$ cat src/rtl/lsu_pkg.sv
// rtl/lsu_pkg.sv - shared LSU encodings: access kinds, FSM states, error codes
// Purpose: single home for every encoding the LSU and its bench agree on.
// Ports: none (package).
package lsu_pkg;

  // Access kind carried from EX on in_mem_sel.
  typedef enum logic [2:0] {
    NOT_MEM = 3'd0,
    MEM_B   = 3'd1,
    MEM_BU  = 3'd2,
    MEM_H   = 3'd3,
    MEM_HU  = 3'd4,
    MEM_W   = 3'd5
  } mem_sel_e;

  typedef enum logic [1:0] {
    S_IDLE = 2'd0,
    S_REQ  = 2'd1,
    S_RSP  = 2'd2,
    S_HOLD = 2'd3
  } lsu_state_e;

  localparam logic [1:0] ERR_NONE     = 2'b00;
  localparam logic [1:0] ERR_MISALIGN = 2'b01;
  localparam logic [1:0] ERR_TIMEOUT  = 2'b10;

  // Codes 6/7 are unused and are treated like NOT_MEM (result pass-through).
  function automatic logic is_mem(input logic [2:0] sel);
    return (sel == MEM_B) || (sel == MEM_BU) || (sel == MEM_H) ||
           (sel == MEM_HU) || (sel == MEM_W);
  endfunction

  function automatic logic is_misaligned(input logic [2:0] sel, input logic [1:0] lo);
    logic r;
    r = 1'b0;
    if ((sel == MEM_H) || (sel == MEM_HU)) r = lo[0];
    if (sel == MEM_W)                      r = (lo != 2'b00);
    return r;
  endfunction

endpackage

$ cat src/rtl/lsu_align.sv
// rtl/lsu_align.sv - combinational byte-lane steering for stores and loads
// Purpose: builds store byte enables / lane-replicated data and extracts
//          plus extends load data from a little-endian 32-bit word.
// Ports:
//   mem_sel_i  [2:0]  access kind (lsu_pkg::mem_sel_e encoding)
//   addr_lo_i  [1:0]  byte offset within the word
//   wdata_i    [31:0] right-aligned store data
//   rdata_i    [31:0] raw bus read word
//   be_o       [3:0]  store byte enables
//   wdata_o    [31:0] lane-replicated store data
//   ldata_o    [31:0] extracted, extended load value
module lsu_align
  import lsu_pkg::*;
(
  input  logic [2:0]  mem_sel_i,
  input  logic [1:0]  addr_lo_i,
  input  logic [31:0] wdata_i,
  input  logic [31:0] rdata_i,
  output logic [3:0]  be_o,
  output logic [31:0] wdata_o,
  output logic [31:0] ldata_o
);

  logic [7:0]  byte_v;
  logic [15:0] half_v;

  always_comb begin
    byte_v = rdata_i[7:0];
    case (addr_lo_i)
      2'd1:    byte_v = rdata_i[15:8];
      2'd2:    byte_v = rdata_i[23:16];
      2'd3:    byte_v = rdata_i[31:24];
      default: byte_v = rdata_i[7:0];
    endcase
    half_v = addr_lo_i[1] ? rdata_i[31:16] : rdata_i[15:0];
  end

  always_comb begin
    be_o    = 4'b0000;
    wdata_o = wdata_i;
    ldata_o = rdata_i;
    case (mem_sel_i)
      MEM_B: begin
        be_o    = 4'b0001 << addr_lo_i;
        wdata_o = {4{wdata_i[7:0]}};
        ldata_o = {{24{byte_v[7]}}, byte_v};
      end
      MEM_BU: begin
        be_o    = 4'b0001 << addr_lo_i;
        wdata_o = {4{wdata_i[7:0]}};
        ldata_o = {24'h0, byte_v};
      end
      MEM_H: begin
        be_o    = addr_lo_i[1] ? 4'b1100 : 4'b0011;
        wdata_o = {2{wdata_i[15:0]}};
        ldata_o = {{16{half_v[15]}}, half_v};
      end
      MEM_HU: begin
        be_o    = addr_lo_i[1] ? 4'b1100 : 4'b0011;
        wdata_o = {2{wdata_i[15:0]}};
        ldata_o = {16'h0, half_v};
      end
      MEM_W: begin
        be_o    = 4'b1111;
        wdata_o = wdata_i;
        ldata_o = rdata_i;
      end
      default: ;
    endcase
  end

endmodule

$ cat src/rtl/lsu.sv
// rtl/lsu.sv - load/store unit between EX and WB with a simple req/gnt data bus
// Purpose: accepts one EX result at a time, performs the data-bus access
//          (or passes ALU results through) and holds the write-back result
//          until WB takes it. Misaligned accesses and bus timeouts complete
//          with an error code instead of a bus access.
// Ports:
//   clk, resetn                         clock, async active-low reset
//   in_valid/in_ready                   EX handshake
//   in_mem_sel, in_store, in_addr,
//   in_wdata, in_result, in_wreg        EX payload
//   out_valid/out_ready                 WB handshake
//   out_data, out_wreg, out_err         WB payload (out_wreg=0 means no write)
//   dbus_req, dbus_we, dbus_addr,
//   dbus_be, dbus_wdata                 bus request (held until dbus_gnt)
//   dbus_gnt, dbus_rvalid, dbus_rdata   bus grant and response
module lsu
  import lsu_pkg::*;
#(
  parameter int unsigned TIMEOUT = 255
) (
  input  logic        clk,
  input  logic        resetn,
  input  logic        in_valid,
  output logic        in_ready,
  input  logic [2:0]  in_mem_sel,
  input  logic        in_store,
  input  logic [31:0] in_addr,
  input  logic [31:0] in_wdata,
  input  logic [31:0] in_result,
  input  logic [4:0]  in_wreg,
  output logic        out_valid,
  input  logic        out_ready,
  output logic [31:0] out_data,
  output logic [4:0]  out_wreg,
  output logic [1:0]  out_err,
  output logic        dbus_req,
  output logic        dbus_we,
  output logic [31:0] dbus_addr,
  output logic [3:0]  dbus_be,
  output logic [31:0] dbus_wdata,
  input  logic        dbus_gnt,
  input  logic        dbus_rvalid,
  input  logic [31:0] dbus_rdata
);

  // The counter never exceeds TIMEOUT, so cnt+1 must not wrap at TIMEOUT+1.
  localparam int unsigned CW = $clog2(TIMEOUT + 2);
  localparam logic [CW-1:0] TO_LIM = CW'(TIMEOUT);

  lsu_state_e    state_q;
  logic [2:0]    mem_sel_q;
  logic          store_q;
  logic [1:0]    addr_lo_q;
  logic [4:0]    wreg_q;
  logic [CW-1:0] cnt_q;
  logic [CW-1:0] cnt_d;

  logic          in_ready_q, out_valid_q, dbus_req_q, dbus_we_q;
  logic [31:0]   out_data_q, dbus_addr_q, dbus_wdata_q;
  logic [4:0]    out_wreg_q;
  logic [1:0]    out_err_q;
  logic [3:0]    dbus_be_q;

  logic [2:0]    al_sel;
  logic [1:0]    al_lo;
  logic [3:0]    al_be;
  logic [31:0]   al_wdata;
  logic [31:0]   al_ldata;
  logic          timeout_hit;

  // One aligner serves both directions: in IDLE it steers the incoming store,
  // in RSP it extracts the load using the registered access kind/offset.
  assign al_sel = (state_q == S_IDLE) ? in_mem_sel      : mem_sel_q;
  assign al_lo  = (state_q == S_IDLE) ? in_addr[1:0]    : addr_lo_q;

  lsu_align u_align (
    .mem_sel_i (al_sel),
    .addr_lo_i (al_lo),
    .wdata_i   (in_wdata),
    .rdata_i   (dbus_rdata),
    .be_o      (al_be),
    .wdata_o   (al_wdata),
    .ldata_o   (al_ldata)
  );

  assign cnt_d       = cnt_q + CW'(1);
  assign timeout_hit = (TIMEOUT != 0) && (cnt_d >= TO_LIM);

  always_ff @(posedge clk or negedge resetn) begin
    if (!resetn) begin
      state_q      <= S_IDLE;
      mem_sel_q    <= NOT_MEM;
      store_q      <= 1'b0;
      addr_lo_q    <= 2'b00;
      wreg_q       <= 5'd0;
      cnt_q        <= '0;
      in_ready_q   <= 1'b1;
      out_valid_q  <= 1'b0;
      out_data_q   <= 32'h0;
      out_wreg_q   <= 5'd0;
      out_err_q    <= ERR_NONE;
      dbus_req_q   <= 1'b0;
      dbus_we_q    <= 1'b0;
      dbus_addr_q  <= 32'h0;
      dbus_be_q    <= 4'b0000;
      dbus_wdata_q <= 32'h0;
    end else begin
      case (state_q)
        S_IDLE: begin
          if (in_valid) begin
            mem_sel_q  <= in_mem_sel;
            store_q    <= in_store;
            addr_lo_q  <= in_addr[1:0];
            wreg_q     <= in_wreg;
            in_ready_q <= 1'b0;
            if (!is_mem(in_mem_sel)) begin
              state_q     <= S_HOLD;
              out_valid_q <= 1'b1;
              out_data_q  <= in_result;
              out_wreg_q  <= in_wreg;
              out_err_q   <= ERR_NONE;
            end else if (is_misaligned(in_mem_sel, in_addr[1:0])) begin
              state_q     <= S_HOLD;
              out_valid_q <= 1'b1;
              out_data_q  <= 32'h0;
              out_wreg_q  <= 5'd0;
              out_err_q   <= ERR_MISALIGN;
            end else begin
              state_q      <= S_REQ;
              cnt_q        <= '0;
              dbus_req_q   <= 1'b1;
              dbus_we_q    <= in_store;
              dbus_addr_q  <= {in_addr[31:2], 2'b00};
              dbus_be_q    <= al_be;
              dbus_wdata_q <= al_wdata;
            end
          end
        end
        // A grant/response arriving in the last allowed cycle still wins over the abort.
        S_REQ: begin
          cnt_q <= cnt_d;
          if (dbus_gnt) begin
            dbus_req_q <= 1'b0;
            state_q    <= S_RSP;
          end else if (timeout_hit) begin
            dbus_req_q  <= 1'b0;
            state_q     <= S_HOLD;
            out_valid_q <= 1'b1;
            out_data_q  <= 32'h0;
            out_wreg_q  <= 5'd0;
            out_err_q   <= ERR_TIMEOUT;
          end
        end
        S_RSP: begin
          cnt_q <= cnt_d;
          if (dbus_rvalid) begin
            state_q     <= S_HOLD;
            out_valid_q <= 1'b1;
            out_data_q  <= store_q ? 32'h0 : al_ldata;
            out_wreg_q  <= store_q ? 5'd0  : wreg_q;
            out_err_q   <= ERR_NONE;
          end else if (timeout_hit) begin
            state_q     <= S_HOLD;
            out_valid_q <= 1'b1;
            out_data_q  <= 32'h0;
            out_wreg_q  <= 5'd0;
            out_err_q   <= ERR_TIMEOUT;
          end
        end
        S_HOLD: begin
          if (out_ready) begin
            state_q     <= S_IDLE;
            out_valid_q <= 1'b0;
            in_ready_q  <= 1'b1;
          end
        end
        default: state_q <= S_IDLE;
      endcase
    end
  end

  assign in_ready   = in_ready_q;
  assign out_valid  = out_valid_q;
  assign out_data   = out_data_q;
  assign out_wreg   = out_wreg_q;
  assign out_err    = out_err_q;
  assign dbus_req   = dbus_req_q;
  assign dbus_we    = dbus_we_q;
  assign dbus_addr  = dbus_addr_q;
  assign dbus_be    = dbus_be_q;
  assign dbus_wdata = dbus_wdata_q;

endmodule
$ cat config.mk
export PLATFORM = sky130hd
export DESIGN_NAME = lsu
export DESIGN_NICKNAME = d
export VERILOG_FILES = /design/src/rtl/lsu_pkg.sv /design/src/rtl/lsu_align.sv /design/src/rtl/lsu.sv
export SDC_FILE = /design/constraint.sdc
export NUM_CORES = 1
export LEC_CHECK = 0
export ABC_AREA = 1
export CAP_MARGIN = 20
export CORE_ASPECT_RATIO = 0.9
export CORE_MARGIN = 2
export CORE_UTILIZATION = 40
export DETAILED_ROUTE_END_ITERATION = 8
export HOLD_SLACK_MARGIN = 0.02
export PLACE_DENSITY = 0.72
export SLEW_MARGIN = 10
export SYNTH_ARGS = -nofsm -noshare
export SYNTH_HDL_FRONTEND = slang
export SYNTH_SLANG_ARGS = --single-unit
$ cat constraint.sdc
create_clock -name clk -period 2.85 [get_ports clk]
set_input_delay 0.4275 -clock clk [delete_from_list [all_inputs] [get_ports clk]]
set_output_delay 0.4275 -clock clk [all_outputs]
set_load 0.005 [all_outputs]
==> impl_results.md, run 1 <==
- Nets: between 1.5k and 2k
- Pre-antenna DRT Iters: 7
- Die W: between 150 and 200 µm
- Post-synth EDFFs: 0
- Power Density: about 1200 mW/mm²
- Boundary Pins: around 250
- Gr ovfl total: 0
- Sequential share of the synthesized area: a little over two fifths
- Syn. warnings: 0
- Antenna violations before repair: 4
- H-tree levels: 4
- Worst path required time: around 3200 ps
- FF+latch count, synth: between 100 and 150
- Clk root buf: clkbuf_16
- Final worst slack: ~350 ps
- TritonCTS Buffers: 17
- CP Class: reg2reg
- Core area: about 0.019 mm²
- Synthesis-to-finish area growth: 42.8%
- Max Fclk: around 400 MHz
- Seq pwr share: about a quarter
- Mapped Avg Cell Area: 6.88 µm²
- Arr. time, crit path: roughly 2800 ps
- Clock sink total: 131
- Final setup fails: 0
- Total detailed-routing wirelength: 27.0 mm
- Max FO, Critical Path: 18
- Status: finished, final reports clean
- Primary FF master, synth: dfrtp_1
- Startpoint types: flip-flop
- Max_slew headroom: roughly two fifths
- Max-slew violations: 0
- P_leak: 5.38 nW
- Starting Density: 40.9%
- Final Cycle Share: between 80 and 90%
- Cell taking the most area after synthesis: dfrtp_1
- Syn Inst Count: approximately 1.1k
- Share of the synthesized area in the top cell type: approximately 41%
- Antenna violation net count after detailed routing: 0
- Element type at the critical path end: flip-flop
- # rows: 48
- Final GP Congestion: about 0.90
- Die area: between 0.02 and 0.025 mm²
- Final Util: just under 60%
- Post-DP HPWL: 19.3 mm
- DR vias/cell: 5.26
- RSZ-0062 raised after global routing: no
- Synth area leaders: dfrtp_1 (41%), nand2_1 (22%), nand3_1 (6.2%)
- Worst slew pin tran: around 900 ps
- Longest Clk Path Bufs: 2
- CTS tree: done
- Total GRT Usage: approximately a quarter
- Layout Skew: around 9.2 ps
- Dpl ws: 373 ps
- Hold Vio Cnt, Final: 0
- Hold/Removal Path Class: reg2reg
- Async S/R FF share, synth: 100%
- Internal power: approximately 7.5 mW
- Post-CTS setup buffer count: 0
- Maximum number of pins on one net before global-route repair: 68
- Proportion of power drawn by the clock network: about 16%
- Clock-pin slew on the worst setup and hold paths: about 60 ps
- Net switching power: just over 6 mW
- Power share of the combinational group: around three fifths
- First-pass GRT wire length: 41.5 mm
- Post-route setup TNS: 0 ps
- Max-cap violations: 0
- DR DRC count: 0
- Period minus WS final: roughly 2500 ps
- Worst vdd ir: between 0.7 and 0.8 mV
- Mapped Area: 0.00786 mm²
- Clk_lat worst skew: 420 ps
- DR vias: about 8.6k
- Layout cell share with drive strength beyond 1: between 6 and 7%
- DIE HEIGHT: about 140 µm
- # port buffers: 251
- DR WL/cell: 16.5 µm
- Switching share of power: ~45%
- Unique masters post-synth: 33
- CTS resizes: 0
- Hold slack final: 476 ps
- Iter 0 DRT Violations: slightly below 800
- Vias in the first global route: between 7k and 8k
-- layer usage --
layer / vias to the layer above / share of wire [%] / global-route usage (%)
met5: - / 0.067 / 0
met4: 2 / 2.3 / 8.38
met3: 52 / 10 / 6.83
met2: 438 / 46 / 39.5
met1: 3957 / 42 / 35.3
li1: 4174 / - / -
-- layout by cell type, fill, tap and decap left out, types with 3 or more instances in the layout --
master           netlist  final
a21o_1                15     15
a21oi_1               74     74
buf_12                 0      5
buf_4                  9     24
clkbuf_1              39      4
clkbuf_16              0     17
clkdlybuf4s50_1        0    250
clkinv_2               0      3
dfrtp_1              130    130
diode_2                0      4
ha_1                   7      7
inv_1                 74     74
inv_2                  6      6
nand2_1              465    464
nand2_2                5      6
nand2_4                4      4
nand3_1               97     97
nand3_2                4      4
nand3_4                3      3
nand3b_1               6      6
nand4_1               34     34
nor2_1                31     30
nor3_1                 4      4
o21ai_0               89     89
o22ai_1                9      9
-- flip-flops by register name, summed over array words and instances, names as in the netlist --
name        count
wreg_q          5
addr_lo_q       2
dbus_addr      30
store_q         1
dbus_be         4
out_err         2
out_valid       1
dbus_we         1
cnt_q           9
dbus_req        1
dbus_wdata     32
out_data       32
state_q         2
out_wreg        5
in_ready        1
mem_sel_q       3
-- final cells by class --
type | instances | area [µm²]
Timing Repair Buffer | 281 | 2800
Clock inverter | 9 | 108
Fill cell | 1747 | 7990
Tap cell | 250 | 313
Sequential cell | 131 | 3280
Antenna cell | 4 | 10.0
Multi-Input combinational cell | 858 | 3940
Clock buffer | 22 | 454
Inverter | 84 | 320
-- through the flow --
step           power (mW)  cells  area, µm²
4_1_cts              13.6   1635      11200
3_3_place_gp         11.2   1603      10600
5_1_grt              14.7   1638      11200
2_1_floorplan        8.24   1143       7870
3_5_place_dp         11.4   1603      10600
6_report             13.6   1639      11200
-- power groups by stage --
stage,sequential [mW],combinational (mW),clock (mW)
6_report,3.25,8.19,2.13
5_1_grt,3.33,9.13,2.24
4_1_cts,3.24,8.16,2.15
3_5_place_dp,3.26,8.13,0
3_3_place_gp,3.25,7.95,0
2_1_floorplan,3.23,5.02,0
-- cells in the mapped netlist (3+ instances only) --
| cell | n |
|---|---|
| a21o_1 | 15 |
| a21oi_1 | 74 |
| buf_2 | 18 |
| buf_4 | 9 |
| clkbuf_1 | 39 |
| dfrtp_1 | 130 |
| ha_1 | 7 |
| inv_1 | 74 |
| inv_2 | 6 |
| nand2_1 | 465 |
| nand2_2 | 5 |
| nand2_4 | 4 |
| nand3_1 | 97 |
| nand3_2 | 4 |
| nand3_4 | 3 |
| nand3b_1 | 6 |
| nand4_1 | 34 |
| nor2_1 | 31 |
| nor3_1 | 4 |
| o21ai_0 | 89 |
| o22ai_1 | 9 |
-- logic make-up after synthesis --
kind of cell / Yosys count / share of synthesized area (%)
adder cells (fa/ha/maj): 7 / 1.11
XOR/XNOR: 1 / 0.111
AO/OA/AOI/OAI: 192 / 12.9
AND/OR/NAND/NOR: 656 / 35.8
buffers and inverters: 154 / 8.32
other: 1 / 0.0477
flip-flops: 131 / 41.7
-- worst paths after layout --
kind,cells after the start,end,from,slack [ps]
max in group asynchronous,3,dbus_addr[30],resetn,1610
min,2,out_wreg[2],out_wreg[2],480
max reg2reg,15,out_data[30],state_q[0],350
min reg2reg,2,out_wreg[2],out_wreg[2],480
min in group asynchronous,2,out_data[20],resetn,540
max,15,out_data[30],state_q[0],350
-- repair_timing --
item | CTS | global route
hold buffers | 1 | 0
setup endpoints to repair | 0 | 0
hold endpoints to repair | 52 | 0
-- critical path: stages, from the launching register on --
cell,delay [ps]
dfrtp_1,440
inv_1,120
ha_1,300
inv_2,130
nand2_1,90
nand2_2,100
inv_2,110
nand3_2,110
nand2_4,170
inv_2,70
nand2_4,200
nand3_4,220
nand2_1,130
nand3_1,70
nand2_1,70
nand2_1,50
Note: power is estimated with default switching activity, not from simulation.
==> inputs of run 2 (changes only) <==
ABC_AREA = unset   (was 1)
MAX_ROUTING_LAYER = met4   (was unset)
PLACE_DENSITY = 0.73   (was 0.72)
==> impl_results.md, run 2 <==
- Status: finished, final reports clean
- Sequential share of the synthesized area: 45.1% (+3.4 points)
- Worst path required time: 3160 ps (about the same)
- Most frequent cells in the layout: clkdlybuf4s50_1 (250), dfrtp_1 (130), nand2_1 (116)
- DIE HEIGHT: 132 µm (-3.7%)
- CTS tree: done
- Ordered list of cells on the worst path: inv_1 > ha_1 > buf_12 > mux2i_1 > nor2_1 > nand3_1 > nand3_1 > a221o_1 > a221o_1
- Antenna violation net count after detailed routing: 0 (unchanged)
- FF+latch count, synth: 131 (unchanged)
- TritonCTS Buffers: 17 (unchanged)
- First-pass GRT wire length: 38.6 mm (-7.0%)
- DR vias/cell: 5.52 (+4.9%)
- Total detailed-routing wirelength: 24.3 mm (-10%)
- Clock sink total: 131 (unchanged)
- Syn. warnings: 0 (unchanged)
- CP Class: reg2reg
- H-tree levels: 4 (unchanged)
- Power Density: 1170 mW/mm² (-2.9%)
- Worst vdd ir: 0.752 mV (+1.2%)
- Non-filler cells, final: 1,280 (-22%)
- Maximum number of pins on one net before global-route repair: 71 (+4.4%)
- Antenna violations before repair: 0 (-4)
- Layout Skew: 10.6 ps (+1.39 ps)
- Mapped Avg Cell Area: 9.40 µm² (+37%)
- RSZ-0062 raised after global routing: no
- Hold Vio Cnt, Final: 0 (unchanged)
- Mapped Area: 0.00727 mm² (-7.6%)
- Starting Density: 41.0% (+0.089 points)
- Element type at the critical path end: flip-flop
- Iter 0 DRT Violations: 483 (-38%)
- Vias in the first global route: 7,111 (-8.4%)
- Async S/R FF share, synth: 100% (unchanged)
- P_leak: 4.63 nW (-14%)
- Synthesis-to-finish area growth: 49.6%
- Final Util: 61.3% (+2.9 points)
- Post-synth EDFFs: 0 (unchanged)
- Worst slew pin tran: 764 ps (-137 ps)
- Commonest cells post-synth: dfrtp_1 (130), nand2_1 (116), a21oi_1 (77)
- Register area: 0.00328 mm² (unchanged)
- Leading cell type in the layout, fill and taps excluded: clkdlybuf4s50_1
- Total power: 12.7 mW (-6.0%)
- Clock-pin slew on the worst setup and hold paths: 60 ps (about the same)
- Layout cell share with drive strength beyond 1: 13.7% (+7.4 points)
- CP max stage delay: 430 ps (about the same)
- Cell taking the most area after synthesis: dfrtp_1
- Dpl cells: 1,248 (-22%)
- Die area: 0.0193 mm² (-7.4%)
- Primary FF master, synth: dfrtp_1
- Final GP Congestion: 0.928 (+3.6%)
- # rows: 46 (-4.2%)
- Post-route setup TNS: 0 ps (unchanged)
- Max_slew headroom: 49.1% (+9.2 points)
- Syn Inst Count: 773 (-32%)
- Final setup fails: 0 (unchanged)
- Max Fclk: 380 MHz (-5.1%)
- Arr. time, crit path: 2930 ps (+120 ps)
- Final-layout fill cell count: 1,516 (-13%)
- Slowest CP cell: mux2i_1
- Synth area leaders: dfrtp_1 (45%), mux2_2 (7.6%), nand2_1 (6.0%)
- Diode count: 0 (-4)
- Boundary Pins: 254 (unchanged)
- Longest Clk Path Bufs: 2 (unchanged)
- Max-slew violations: 0 (unchanged)
- Unique masters post-synth: 71 (+120%)
- # port buffers: 251 (unchanged)
- DR DRC count: 0 (unchanged)
- Post-DP HPWL: 17.8 mm (-7.7%)
- Startpoint types: flip-flop
- DR vias: 7,062 (-18%)
- Max-cap violations: 0 (unchanged)
- Post-cts hold buffer count: 0 (-1)
- Die W: 146 µm (-3.8%)
- Final Cycle Share: 92.2% (+4.7 points)
- DR WL/cell: 18.9 µm (+15%)
- Core area: 0.0177 mm² (-7.8%)
- Max FO, Critical Path: 22 (+4)
- Total GRT Usage: 26.1% (+0.36 points)
- Gr ovfl total: 0 (unchanged)
- Hold/Removal Path Class: in2async
- Nets: 1,177 (-23%)
- Clk_lat worst skew: 430 ps (about the same)
- Clk root buf: clkbuf_16
- Area of the multi-input gates: 0.00363 mm² (-7.9%)
- Share of the synthesized area in the top cell type: 44.8% (+3.4 points)
- Pre-antenna DRT Iters: 6 (-1)
- Period minus WS final: 2630 ps (+133 ps)
- Cell with the most instances after synthesis: dfrtp_1
-- run 2: cell types whose count changed in the layout (fill, tap and decap cells not counted), moves of 22 or more --
cell / change
nand2_1: -348
mux2i_1: +22
nand3_1: -68
o21ai_0: -48
inv_1: -45
nand4_1: -33
mux2_2: +49
-- run 2: area by class of cell --
type / count / area share [%]
inverter: 29 / 1.00
multi-input combinational: 551 / 33.4
sequential: 131 / 30.2
clock buffer: 18 / 3.95
tap: 240 / 2.76
timing repair buffer: 297 / 27.0
clock inverter: 14 / 1.74
-- run 2: critical path: cells and delay by family, from the launching register on --
| kind | cells | cell delay [ps] |
|---|---|---|
| simple gates | 3 | 480 |
| buf+inv | 2 | 320 |
| fa+ha+maj | 1 | 250 |
| flops | 1 | 420 |
| compound gates | 2 | 590 |
| mux | 1 | 430 |
-- run 2: cell families after synthesis --
kind of cell	share of synthesized area, %
flip-flops	45.1
buffers and inverters	5.59
AO/OA/AOI/OAI	22.1
AND/OR/NAND/NOR	14.0
adder cells (fa/ha/maj)	1.48
multiplexers	11.2
other	0.0516
XOR/XNOR	0.362
-- run 2: path summary, 6_finish.rpt --
| kind | start | to | slack, ps | cells after the start |
|---|---|---|---|---|
| max in group asynchronous | resetn | dbus_wdata[15] | 2100 | 2 |
| hold reg to reg | dbus_be[2] | dbus_be[2] | 480 | 2 |
| setup reg to reg | state_q[1] | out_data[1] | 220 | 9 |
| setup / recovery | state_q[1] | out_data[1] | 220 | 9 |
| hold / removal | resetn | state_q[1] | 2 | 1 |
| min in group clk | dbus_be[2] | dbus_be[2] | 480 | 2 |
-- run 2: stage by stage --
| stage | hold WS [ps] | worst slack, ps | instance area (µm²) |
|---|---|---|---|
| 3_3_place_gp | 461 | 77.1 | 10200 |
| 2_1_floorplan | 132 | 240 | 7270 |
| 6_report | 1.87 | 221 | 10900 |
| 4_1_cts | 50.5 | 137 | 10900 |
| 3_5_place_dp | 474 | 43.7 | 10200 |
| 5_1_grt | 62.0 | 57.7 | 10900 |
-- run 2: what timing repair did --
| item | in CTS | in global routing |
|---|---|---|
| endpoints found under the setup margin | 0 | 3 |
| setup buffers | 0 | 0 |
| endpoints found under the hold margin | 0 | 0 |
| gates resized for setup | 0 | 1 |
-- run 2: layer usage --
| metal | up-vias | part of all wire, % | track usage (%) |
|---|---|---|---|
| met5 | - | 0 | - |
| met4 | 0 | 2.2 | 7.82 |
| li1 | 3327 | - | - |
| met2 | 360 | 46 | 40.6 |
| met1 | 3342 | 42 | 32.9 |
| met3 | 33 | 9.4 | 7.82 |
-- run 2: report_power, final --
part	switching, mW	internal (mW)
clock	0.934	1.41
sequential	0.592	2.69
combinational	3.61	3.51
total	5.14	7.60
